--- config.mk ---
export PLATFORM = sky130hd
export DESIGN_NAME = reg_file
export DESIGN_NICKNAME = d
export VERILOG_FILES = /design/src/rtl/reg_file_pkg.sv /design/src/rtl/reg_n.sv /design/src/rtl/reg_file.sv
export SDC_FILE = /design/constraint.sdc
export NUM_CORES = 1
export LEC_CHECK = 0
export CAP_MARGIN = 15
export CORE_UTILIZATION = 40
export CTS_CLUSTER_DIAMETER = 120
export CTS_CLUSTER_SIZE = 16
export DETAILED_ROUTE_END_ITERATION = 10
export GPL_TIMING_DRIVEN = 0
export SYNTH_ARGS = -nofsm -noshare
export SYNTH_HDL_FRONTEND = slang
export SYNTH_HIERARCHICAL = 1
export SYNTH_SLANG_ARGS = --single-unit
export TNS_END_PERCENT = 50
--- constraint.sdc ---
create_clock -name clk -period 1.94 [get_ports clk]
set_input_delay 0.485 -clock clk [delete_from_list [all_inputs] [get_ports clk]]
set_output_delay 0.485 -clock clk [all_outputs]
set_load 0.03 [all_outputs]
--- src/rtl/reg_file_pkg.sv ---
// Shared types and default geometry for the reg_file block.
package reg_file_pkg;

  typedef enum logic {
    IDLE  = 1'b0,
    CLEAR = 1'b1
  } state_t;

  localparam int DEF_WIDTH = 16;
  localparam int DEF_DEPTH = 8;

endpackage

--- src/rtl/reg_n.sv ---
// Single storage entry: WIDTH-bit register with load enable and synchronous clear.
module reg_n #(
  parameter int WIDTH = 16
) (
  input  logic             clk,
  input  logic             ld,
  input  logic             clr,
  input  logic [WIDTH-1:0] d,
  output logic [WIDTH-1:0] q
);

  // No reset: contents are defined by the clear sequence, not by rst.
  always_ff @(posedge clk) begin
    if (clr)     q <= '0;
    else if (ld) q <= d;
  end

endmodule

--- src/rtl/reg_file.sv ---
// Two-read/one-write register file with a sequential bulk-clear controller.
// Optional macro REG_FILE_BYPASS_EN forwards accepted write data to matching reads.
module reg_file
  import reg_file_pkg::*;
#(
  parameter  int WIDTH  = DEF_WIDTH,
  parameter  int DEPTH  = DEF_DEPTH,
  localparam int ADDR_W = $clog2(DEPTH)
) (
  input  logic              clk,
  input  logic              rst,
  input  logic              we,
  input  logic [ADDR_W-1:0] waddr,
  input  logic [WIDTH-1:0]  wdata,
  input  logic [ADDR_W-1:0] raddr_a,
  input  logic [ADDR_W-1:0] raddr_b,
  input  logic              clr_req,
  output logic [WIDTH-1:0]  rdata_a,
  output logic [WIDTH-1:0]  rdata_b,
  output logic              busy
);

  state_t                        state;
  logic [ADDR_W-1:0]             clr_ptr;
  logic [DEPTH-1:0][WIDTH-1:0]   q;
  logic [DEPTH-1:0]              ld;
  logic [DEPTH-1:0]              clr;
  logic                          idle_wr;
  logic                          wr_ok;
  logic [WIDTH-1:0]              rd_a;
  logic [WIDTH-1:0]              rd_b;

  assign busy    = (state == CLEAR);
  assign idle_wr = rst && !busy && we && !clr_req;

  always_ff @(posedge clk) begin
    if (!rst) begin
      state   <= CLEAR;
      clr_ptr <= '0;
    end else begin
      case (state)
        IDLE: begin
          if (clr_req) begin
            state   <= CLEAR;
            clr_ptr <= '0;
          end
        end
        CLEAR: begin
          if (clr_ptr == ADDR_W'(DEPTH-1)) begin
            state   <= IDLE;
            clr_ptr <= '0;
          end else begin
            clr_ptr <= clr_ptr + ADDR_W'(1);
          end
        end
        default: state <= CLEAR;
      endcase
    end
  end

  // Address decode doubles as the range check: out-of-range addresses hit no entry.
  always_comb begin
    ld  = '0;
    clr = '0;
    for (int i = 0; i < DEPTH; i++) begin
      ld[i]  = idle_wr && (waddr == ADDR_W'(i));
      clr[i] = rst && busy && (clr_ptr == ADDR_W'(i));
    end
  end

  assign wr_ok = |ld;

  for (genvar i = 0; i < DEPTH; i++) begin : g_ent
    reg_n #(.WIDTH(WIDTH)) u_reg (
      .clk (clk),
      .ld  (ld[i]),
      .clr (clr[i]),
      .d   (wdata),
      .q   (q[i])
    );
  end

  always_comb begin
    rd_a = '0;
    rd_b = '0;
    for (int i = 0; i < DEPTH; i++) begin
      if (raddr_a == ADDR_W'(i)) rd_a = q[i];
      if (raddr_b == ADDR_W'(i)) rd_b = q[i];
    end
`ifdef REG_FILE_BYPASS_EN
    if (wr_ok && (raddr_a == waddr)) rd_a = wdata;
    if (wr_ok && (raddr_b == waddr)) rd_b = wdata;
`endif
  end

  // Busy masking sits after the bypass so it always wins.
  assign rdata_a = busy ? '0 : rd_a;
  assign rdata_b = busy ? '0 : rd_b;

`ifndef REG_FILE_BYPASS_EN
  logic unused_wr_ok;
  assign unused_wr_ok = wr_ok;
`endif

endmodule

---- Yosys cells after proc, flatten, opt, wreduce, memory -nomap -nowiden ----
Index checks and enable logic that the tools add are counted.
storage, ports and cells
  register bits ........................... 132
  bits in latches ......................... 0
  bits in writable memories ............... 0
  memory bits (read-only) ................. 0
  output and inout bits ................... 33
  memories ................................ 0
operators by class
  $add $sub $neg .......................... 1
  multiply operators ...................... 0
  div/mod/pow operators ................... 0
  order comparisons ....................... 0
  eq/ne operators ......................... 29
  shift-type cells ........................ 0
  multiplexer cells ....................... 24
  bitwise operators ....................... 1
  reductions and logical operators ........ 26
operators with widths
  operator               count
  $mux W16               18
  $eq A3 B3 Y1 const B   16
  $eq A3 B2 Y1 const B   8
  $logic_and A1 B1 Y1    20
  $eq A3 B1 Y1 const B   4
  $logic_not A3 Y1       4
  $mux W3                2
  $pmux W3 S2            1
  $add A3 B1 Y3 const B  1
  $logic_not A1 Y1       2
  $mux W1                2
  $ne A2 B2 Y1 const B   1
  $pmux W1 S2            1
  $not A1 Y1             1

---- Longest topological paths before layout ----
Gate-level depths: netlist (run 1).
  word-level depth ........................ 10
  gate-level depth with buffers ........... 8
  mapped depth without buffers ............ 5

---- Cells and area by module ----
Netlist (run 1), hierarchy kept.
modules (own cells, without submodules)
  module    times used  cells an instance  area an instance (um^2)  seq. area each (um^2)
  reg_n     8           52                 580.6                    320.3
  reg_file  1           458                2976.6                   80.1

---- Worst setup path before layout (run 1) ----
No wires, ideal clock.
  path type ............................... input to output
  start point ............................. input raddr_a[2]
  end point ............................... output rdata_a[1]
  arrival ................................. 2601 ps
  slack ................................... -1146 ps
  cell stages on the path ................. 6
  path buffers ............................ 2
  cell sequence ........................... buf_4 inv_2 buf_2 a211oi_1 a221oi_1 a2111oi_0
between the ends
  cells in the longest elaborated chain, start to end .. 10
  elaborated cells between the ends (all ways) .. 17
  those cells by class .................... eq/ne: 7; mux: 9; reduce/logical: 1
ends and longest elaborated chain
  item                    line            RTL
  start, declared         reg_file.sv:15  input logic [ADDR_W-1:0] raddr_a,
  $logic_not A3 Y1        reg_file.sv:87  if (raddr_a == ADDR_W'(i)) rd_a = q[i];
  $mux W16 (7 in series)  reg_file.sv:87
  $mux W16 *              reg_file.sv:87
  $mux W16 *              reg_file.sv:97  assign rdata_a = busy ? '0 : rd_a;
  end, declared           reg_file.sv:18  output logic [WIDTH-1:0] rdata_a,
Every way passes the cells marked *; elsewhere a longest branch is shown, timed or not.

---- Worst setup path in the final report (run 1) ----
  start point ............................. input raddr_a[1]
  end point ............................... output rdata_a[11]
The elaborated chain is that of the path after synthesis.

==> summary.md, run 1 <==
| Metric | Value |
|---|---|
| PD cells | 607 nW/um2 |
| CP endpoint kind | primary output |
| Mean Syn Cell Area | between 8 and 9 um2 |
| Failing checks | setup timing |
| Global route overflow | 0 |
| Most frequent CP cell | buf_6 |
| WP buf/inv | 3 |
| Worst Setup Slack, final | -0.312 ns |
| Clk sinks | 132 |
| Placed cell count | 1,165 |
| ANT nets after route | 0 |
| Syn Nets | 909 |
| Crit path time final | ~2.3 ns |
| Largest family of logic cells by synthesized area | multiplexers |
| CP Max Fanout | 10 |
| Layout Nets | 1,054 |
| Starting density of the core | 0.407 |
| Clock Skews | 0.0113 ns |
| Max Fclk | 0.444 GHz |
| Compound-Gate Fraction of Synth Area | 0.177 |
| Critical path startpoint category | primary input |
| Slowest stage delay, CP | ~0.36 ns |
| Status | finished, violations left |
| Routed via count | 7,827 |
| FP Rows | 50 |
| Synth Area in Simple Gates | 0.156 |
| RSZ-0062 raised after global routing | yes |
| Crit share post-route | 1.16 |
| Pin count of the biggest net entering global routing | 17 |
| Yosys reg bits | 132 |
| Synthesis-to-finish area growth | 54.8% |
| Overall Power | between 7 and 8 mW |
| DP Area | 9160 um2 |
| Final non-filler cell total | 1,266 |
| VDD IR-drop max | 0.000673 V |
| # hold bufs at CTS | 0 |
| Cells after Synth | 874 |
| CTS buffer count | 17 |
| Hold Path Stages | 2 |
| Multiplexer share of the synthesized area | 0.224 |
| Final Setup Violations | 35 |
| Die X | about 140 um |
| Global-route wire length before repair | ~47 mm |
| CTS Buffer Depth | 2 |
| Core area | 18,700 um2 |
| Pre-CTS WS | -1.79 ns |
| Hold Crit Class | in -> reg |
| Slew headroom | 0.663 |
| Critical path depth in cells | 7 |
| IO Pins | 62 |
| Layout cells sized above 1 | 0.380 |
| Final hold violations | 0 |
| DRC errors left | 0 |
| Max Slew Vio Count | 0 |
| Cells on worst reg2reg path | 8 |
| Sequential share of the synthesized area | 0.347 |
| Critical path cell sequence | buf_12 -> nand2b_4 -> buf_6 -> nor2_4 -> a22oi_2 -> a311oi_4 -> buf_6 |
| Arrival time worst endpoint | approximately 1.8 ns |
| DP HPWL | 19.5 mm |
| Synth warnings | 6 |
| Die ar. | 19,600 um2 |
| Worst Setup Path Type | in -> out |
| Util after Layout | 0.631 |
| Post-synthesis xor/xnor area fraction | 0 |
| Clock H-tree levels | 4 |
| CP top delay family | compound AO/OA/AOI/OAI gates |
| Synth unique cells | 49 |
| Initial antenna violation count | 0 |
| Synth Area in Adders | 0.00985 |
| Skew-Pair Late Insertion Delay | 0.43 ns |
| Max cap viols | 0 |
| CTS Root Cell | clkbuf_16 |
| WL/cell | 27.0 um |
| Die Y | 140 um |
| Total track usage | 0.337 |
| Worst-path clk slew | about 0.060 ns |
| First drt pass iteration count | 5 |
| Worst path slowest cell | a311oi_4 |
| Post-Route WL | 34.1 mm |
| Starting DRT DRC Count | 803 |
| IO buf count | 57 |
| Number of global-route vias before repair | 7,306 |
| Slew at the pin closest to its max-slew limit | 0.505 ns |
| Vias per cell | a little over 6 |
| GP Congestion | 0.918 |
| Final Cell Area | around 12,000 um2 |
| Leak | 4.57 nW |
| Synth Cell Area | 7620 um2 |
| Worst endpoint required time | roughly 1.5 ns |
| CTS tree | done |
| N_diodes | 0 |
[cell families after synthesis]
kind of cell             count (synthesis)
adder cells (fa/ha/maj)                  6
multiplexers                           164
buffers and inverters                   98
flip-flops                             132
AO/OA/AOI/OAI                          192
AND/OR/NAND/NOR                        282
[registers in the layout, summed over array words and instances (netlist names)]
register / flops
busy: 1
g_ent.u_reg/q: 128
clr_ptr: 3
[worst register-to-register path: stages, from the launching register on]
cell and delay (ns):
dfxtp_2 0.33, clkbuf_16 0.17, nor4bb_4 0.38, nand2_2 0.15, nor2_1 0.14, buf_6 0.19, buf_12 0.19, mux2i_1 0.24
nor2_1 0.06
[layout by cell type (no fill, tap or decap), types with 6 or more instances in the layout]
| cell type | Yosys | layout |
|---|---|---|
| nor2_1 | 168 | 158 |
| ha_1 | 6 | 6 |
| buf_12 | 8 | 41 |
| o22ai_2 | 0 | 6 |
| buf_16 | 0 | 6 |
| dfxtp_2 | 0 | 15 |
| mux2i_1 | 140 | 136 |
| a32oi_2 | 0 | 6 |
| clkbuf_16 | 0 | 31 |
| nor2b_1 | 9 | 7 |
| dfxtp_1 | 132 | 116 |
| buf_4 | 13 | 49 |
| a32oi_1 | 12 | 6 |
| nand2b_1 | 17 | 12 |
| a22o_1 | 9 | 9 |
| nor2_2 | 0 | 6 |
| a221oi_2 | 0 | 6 |
| a21oi_2 | 0 | 13 |
| a31oi_4 | 0 | 7 |
| a211o_1 | 10 | 10 |
| buf_6 | 10 | 51 |
| clkbuf_8 | 0 | 9 |
| inv_1 | 13 | 12 |
| a22oi_2 | 0 | 8 |
| o21ai_1 | 2 | 10 |
| nand2_1 | 59 | 56 |
| clkinv_2 | 0 | 6 |
| mux2_2 | 21 | 21 |
| a221oi_4 | 0 | 7 |
| a21oi_1 | 28 | 14 |
| a211oi_2 | 0 | 6 |
| buf_8 | 0 | 6 |
| a21o_1 | 13 | 13 |
| o22ai_1 | 24 | 16 |
| o21ai_2 | 0 | 13 |
| clkdlybuf4s50_1 | 0 | 19 |
[power by group]
part	switching, mW	internal [mW]	total (mW)
sequential	0.0261	2.74	2.76
combinational	0.664	0.512	1.18
clock	1.28	1.95	3.22
total	1.97	5.19	7.16
[final timing paths]
| check | start | end | slack [ns] |
|---|---|---|---|
| max | raddr_a[1] | rdata_a[11] | -0.31 |
| min | rst | busy | 0.37 |
| max reg2reg | busy | g_ent[7].u_reg/q[11] | -0.03 |
| min reg2reg | g_ent[4].u_reg/q[0] | g_ent[4].u_reg/q[0] | 0.50 |
[routing by layer]
| metal | global-route usage | part of all wire | vias up |
|---|---|---|---|
| met2 | 0.527 | 0.45 | 501 |
| met3 | 0.0944 | 0.10 | 126 |
| li1 | - | - | 3419 |
| met5 | 0 | 0 | - |
| met1 | 0.430 | 0.40 | 3781 |
| met4 | 0.156 | 0.049 | 0 |
[area by class of cell]
cell class              count  area (um2)
plain buffers              82        1240
clock buffers              22         464
clock inverters            10         106
fillers                  1471        6910
inverters                  14        55.1
multi-input cells         644        5400
flip-flops and latches    132        2670
well taps                 234         293
repair buffers            128        1580
[cells in the mapped netlist, drive strengths merged]
master,count,share of area
nor2,168,0.083
mux2i,140,0.18
dfxtp,132,0.35
buf,68,0.071
nand2,59,0.029
o21ai,29,0.019
a21oi,28,0.018
o22ai,24,0.020
mux2,21,0.031
nand2b,17,0.014
clkbuf,16,0.0082
inv,14,0.0069
a21o,13,0.013
a221oi,13,0.015
a31oi,13,0.011
a32oi,12,0.014
a211o,10,0.011
a211oi,10,0.0099
a22o,9,0.010
nor2b,9,0.0074
nor3,9,0.0059
a22oi,8,0.0079
o21bai,7,0.0069
ha,6,0.0099
a2111oi,5,0.0084
nand3,5,0.0046
and3,4,0.0033
or3,4,0.0033
a32o,3,0.0039
and2,3,0.0025
mux4,3,0.0089
nor4,3,0.0025
a311oi,2,0.0023
o221ai,2,0.0023
nor4bb,1,0.0013
o21a,1,0.00099
o2bb2ai,1,0.0011
o31ai,1,0.00099
o32ai,1,0.0011
[per-stage QoR]
stage                     hold WS, ns  TNS (ns)
after floorplan                 0.460    -17.46
after global placement          0.476   -128.85
after detailed placement        0.486   -130.21
after CTS                       0.371     -7.44
after global routing            0.389    -12.59
final                           0.372     -7.72
[timing repair]
action / CTS / global route
endpoints found under the setup margin: 160 / 118
cloned: 12 / 6
pin swaps: 45 / 38
gates resized for setup: 448 / 73
setup buffers: 28 / 25
Power figures use the tool's default switching activity.
==> inputs of run 2 (changes only) <==
- CORE_UTILIZATION: 40 -> 55
- DONT_BUFFER_PORTS: unset -> 1
- PLACE_DENSITY: unset -> 0.73
==> run 2 against run 1 <==
The run still ends with setup timing left; maximum frequency decreased by 1.4%; via count decreased by 1.9%; combinational power decreased by 33%; clock power increased by 8.7%.
==> summary.md, run 2 (synthesis results as in run 1) <==
| Metric | Value |
|---|---|
| IO buf count | 0 |
| Global route overflow | 0 |
| Commonest non-fill, non-tap cell in the layout | nor2_1 |
| Pre-CTS WS | -1.14 ns |
| CP top delay family | compound AO/OA/AOI/OAI gates |
| Die X | around 120 um |
| WL/cell | around 28 um |
| Arrival time worst endpoint | 1.80 ns |
| Worst path slowest cell | a311oi_4 |
| Max Slew Vio Count | 0 |
| Reg2reg start | busy |
| Die Y | 120 um |
| Crit share post-route | 1.18 |
| FP Rows | 42 |
| Worst hold slack | 0.196 ns |
| Util after Layout | 0.759 |
| Crit path time final | 2.28 ns |
| CP Max Fanout | 6 |
| Status | finished, violations left |
| Failing checks | setup timing |
| Worst hold start | wdata[4] |
| Max cap viols | 0 |
| Layout Nets | between 900 and 1,000 |
| CTS buffer count | 17 |
| Synthesis-to-finish area growth | 33.4% |
| Commonest non-fill, non-tap cells in the layout | nor2_1 (160), mux2i_1 (131), dfxtp_1 (119) |
| WP buf/inv | 3 |
| Worst Setup Slack, final | -0.344 ns |
| Starting density of the core | 0.569 |
| GP Congestion | ~0.98 |
| Critical path startpoint category | register |
| CTS tree | done |
| Overall Power | 7.06 mW |
| Number of global-route vias before repair | 7,551 |
| Leak | around 3.8 nW |
| Routed via count | 7,682 |
| Total track usage | 0.432 |
| Worst-path clk slew | about 0.060 ns |
| Worst endpoint required time | 1.45 ns |
| FILL cells | 891 |
| Largest register by flop count | g_ent.u_reg/q |
| Slew headroom | 0.580 |
| CTS Buffer Depth | 2 |
| # hold bufs at CTS | 0 |
| Setup_tns | -25.49 ns |
| Vias per cell | 6.86 |
| Hold Crit Class | in -> reg |
| Initial antenna violation count | 0 |
| ANT nets after route | 0 |
| Final hold violations | 0 |
| Placed cell count | around 1,100 |
| Starting DRT DRC Count | ~1,200 |
| Layout cells sized above 1 | 0.297 |
| Pin count of the biggest net entering global routing | 17 |
| DP HPWL | 19.1 mm |
| Core area | between 10,000 and 15,000 um2 |
| DRC errors left | 0 |
| CP endpoint kind | primary output |
| VDD IR-drop max | between 0.0007 and 0.0008 V |
| Global-route wire length before repair | around 45 mm |
| Slew at the pin closest to its max-slew limit | 0.630 ns |
| RSZ-0062 raised after global routing | yes |
| Post-Route WL | 31.4 mm |
| N_diodes | 0 |
| IO Pins | 62 |
| Slowest stage delay, CP | around 0.53 ns |
| Worst Setup Path Type | reg -> out |
| Skew-Pair Late Insertion Delay | ~0.44 ns |
| Final Cell Area | 10,200 um2 |
| Final Setup Violations | 160 |
| Storage cell area | roughly 2700 um2 |
| First drt pass iteration count | 8 |
| Final non-filler cell total | 1,120 |
| Die ar. | 14,300 um2 |
| PD cells | 694 nW/um2 |
| Clk sinks | approximately 130 |
| Clock Skews | 0.00990 ns |
| Max Fclk | 0.438 GHz |
| Largest register FFs | 128 |
| DP Area | 8510 um2 |
| Multi-input logic area | 5100 um2 |
| CTS Root Cell | clkbuf_16 |
| Critical path cell sequence | buf_8 -> clkbuf_16 -> buf_12 -> a311oi_4 |
| Clock H-tree levels | 4 |
| Critical path launch point | busy |
==> run 2: path summary, 6_finish.rpt <==
kind / endpoint / depth (start not counted) / slack (ns)
hold / removal: g_ent[4].u_reg/q[4] / 2 / 0.20
hold reg to reg: g_ent[4].u_reg/q[10] / 2 / 0.50
setup reg to reg: g_ent[0].u_reg/q[12] / 10 / -0.26
setup / recovery: rdata_a[11] / 4 / -0.34
==> run 2: metal layers <==
metal	GRT usage	vias up	wire length, um	share of wire
met2	0.647	684	13800	0.44
met3	0.161	167	4370	0.14
met5	0	-	0	0
met1	0.522	3598	11500	0.36
li1	-	3233	-	-
met4	0.273	0	1800	0.057
==> run 2: where the power goes <==
part	internal (mW)	leakage [nW]	total, mW	switching (mW)
clock network	2.25	0.299	3.50	1.26
registers	2.74	1.07	2.76	0.0255
logic	0.281	2.40	0.794	0.513
==> run 2: cell type report <==
class | instances | share of cell area
well taps | 176 | 0.0217
inverters | 14 | 0.00541
clock inverters | 8 | 0.0146
repair buffers | 41 | 0.0566
plain buffers | 82 | 0.0916
multi-input cells | 644 | 0.501
clock buffers | 23 | 0.0470
flip-flops and latches | 132 | 0.262
==> run 2: what timing repair did <==
item | in CTS | in global routing
buffers inserted | 19 | 15
pin swaps | 20 | 46
resized for setup | 89 | 70
endpoints found under the hold margin | 0 | 0
gates cloned | 6 | 2
setup endpoints to repair | 160 | 156
==> inputs of run 3 (changes only) <==
- PLACE_DENSITY: 0.73 -> 0.7
- clock period: 1.94 -> 2.8 ns (I/O delays scaled with it)
==> run 3 against run 2 <==
The run now ends clean; first-iteration DRC count is 20% lower; non-clock buffer count is 34 lower; cell area is 11% lower; critical endpoint is now rdata_b[14]; largest cell class unchanged; highest routed layer unchanged.
==> summary.md, run 3 (synthesis results as in run 1) <==
| Metric | Value |
|---|---|
| Switching pwr | 1.23 mW |
| Global-route wire length before repair | roughly 43 mm |
| Sequential Power Share | 0.411 |
| Worst Setup Path Type | in -> out |
| Crit path time final | 2.79 ns |
| Reg2reg start | busy |
| Synthesis-to-finish area growth | 18.8% |
| Max Fclk | about 0.36 GHz |
| Storage cell area | 2640 um2 |
| IO buf count | 0 |
| DRC errors left | 0 |
| GP Congestion | 1.00 |
| Slew at the pin closest to its max-slew limit | between 0.6 and 0.7 ns |
| Worst-path clk slew | 0.06 ns |
| WL/cell | roughly 27 um |
| IO Pins | 62 |
| Commonest non-fill, non-tap cells in the layout | nor2_1 (165), mux2i_1 (140), dfxtp_1 (131) |
| Critical path depth in cells | 6 |
| Layout cells sized above 1 | 0.197 |
| R2R setup slack | between 0.2 and 0.3 ns |
| Comb power frac | 0.102 |
| VDD IR-drop max | about 0.00046 V |
| Vias per cell | 6.71 |
| Layout Nets | 933 |
| Post-Route WL | 28.9 mm |
| Die ar. | 14,300 um2 |
| FILL cells | ~1,100 |
| Slowest stage delay, CP | 0.45 ns |
| Clock Skews | roughly 0.0066 ns |
| Largest register FFs | between 100 and 150 |
| Max cap viols | 0 |
| CP top delay family | compound AO/OA/AOI/OAI gates |
| Core area | 13,400 um2 |
| Crit share post-route | 0.998 |
| CTS Root Cell | clkbuf_16 |
| Worst endpoint required time | ~2.1 ns |
| Cells on worst reg2reg path | 7 |
| DP HPWL | 18.6 mm |
| Global route overflow | 0 |
| Arrival time worst endpoint | 2.09 ns |
| Setup_tns | 0 ns |
| Commonest non-fill, non-tap cell in the layout | nor2_1 |
| Slew headroom | 0.576 |
| Largest register by flop count | g_ent.u_reg/q |
| Pin count of the biggest net entering global routing | 17 |
| Placed cell count | 1,052 |
| # hold bufs at CTS | 0 |
| CTS Buffer Depth | 2 |
| Clock share of power | 0.487 |
| First drt pass iteration count | 8 |
| Starting density of the core | 0.569 |
| CP Capture Point | rdata_b[14] |
| Multi-input logic area | 4800 um2 |
| Critical path launch point | raddr_b[2] |
| Starting DRT DRC Count | 973 |
| CTS buffer count | 17 |
| Clock H-tree levels | 4 |
| ANT nets after route | 0 |
| CTS tree | done |
| Sw Ratio | 0.264 |
| PD cells | roughly 510 nW/um2 |
| Critical path startpoint category | primary input |
| Int Pwr | 3.43 mW |
| Total track usage | 0.412 |
| Worst path slowest cell | a211oi_4 |
| Critical R2R Capture | g_ent[4].u_reg/q[10] |
| N_diodes | 0 |
| CP endpoint kind | primary output |
| Hold Crit Class | in -> reg |
| CP Max Fanout | 10 |
| Final hold violations | 0 |
| Critical path cell sequence | buf_4 -> buf_4 -> clkbuf_4 -> a21oi_1 -> o21ai_1 -> a211oi_4 |
| Status | completed |
| WP buf/inv | 3 |
| RSZ-0062 raised after global routing | yes |
| Die X | 120 um |
| Final Setup Violations | 0 |
| Routed via count | 7,284 |
| Max Slew Vio Count | 0 |
| Most frequent CP cell | buf_4 |
| Overall Power | 4.66 mW |
| Die Y | 120 um |
| FP Rows | 42 |
| Skew-Pair Late Insertion Delay | between 0.4 and 0.5 ns |
| Number of global-route vias before repair | between 7,000 and 8,000 |
| Initial antenna violation count | 0 |
| Clk sinks | 132 |
| Leak | ~3.3 nW |
| Final non-filler cell total | 1,086 |
==> run 3: cell type report <==
cell class / count / share of cell area
timing repair buffer: 5 / 0.00414
multi-input combinational: 644 / 0.530
buffer: 84 / 0.0785
clock buffer: 17 / 0.0470
sequential: 132 / 0.292
inverter: 14 / 0.00622
tap: 176 / 0.0243
clock inverter: 14 / 0.0181
==> run 3: power groups by stage <==
| stage | sequential [mW] | clock (mW) | combinational, mW |
|---|---|---|---|
| final | 1.91 | 2.27 | 0.474 |
| after global routing | 1.91 | 2.35 | 0.493 |
| after CTS | 1.91 | 2.28 | 0.435 |
| after detailed placement | 1.95 | 0 | 0.388 |
| after global placement | 1.95 | 0 | 0.381 |
| after floorplan | 1.95 | 0 | 0.260 |
==> run 3: through the flow <==
stage          setup slack (ns)  hold slack, ns   util  area (um2)
2_1_floorplan            -0.121           0.460      -        7640
3_3_place_gp             -0.754           0.478  0.587        7870
3_5_place_dp             -0.689           0.490  0.588        7880
4_1_cts                 -0.0588           0.405  0.668        8940
5_1_grt                 -0.0437           0.417  0.676        9060
6_report                0.00507           0.403  0.676        9060
==> run 3: repair_timing <==
action | 4_1_cts | 5_1_grt
setup endpoints to repair | 62 | 51
setup buffers | 0 | 3
resized for setup | 90 | 43
pin swaps | 10 | 11
==> run 3: per-layer routing <==
layer / global-route usage / share of wire / vias up
met1: 0.520 / 0.39 / 3475
met5: 0 / 0 / -
met2: 0.628 / 0.44 / 535
met3: 0.137 / 0.13 / 111
li1: - / - / 3163
met4: 0.202 / 0.041 / 0
==> run 3: how the worst min path moves through the flow <==
stage / start / to / slack [ns] / cells after the start
2_1_floorplan: g_ent[4].u_reg/q[0] / g_ent[4].u_reg/q[0] / 0.46 / 2
3_3_place_gp: g_ent[4].u_reg/q[10] / g_ent[4].u_reg/q[10] / 0.48 / 2
3_5_place_dp: g_ent[4].u_reg/q[7] / g_ent[4].u_reg/q[7] / 0.49 / 2
4_1_cts: clr_req / busy / 0.41 / 2
5_1_grt: clr_req / busy / 0.42 / 2
6_report: clr_req / busy / 0.40 / 2
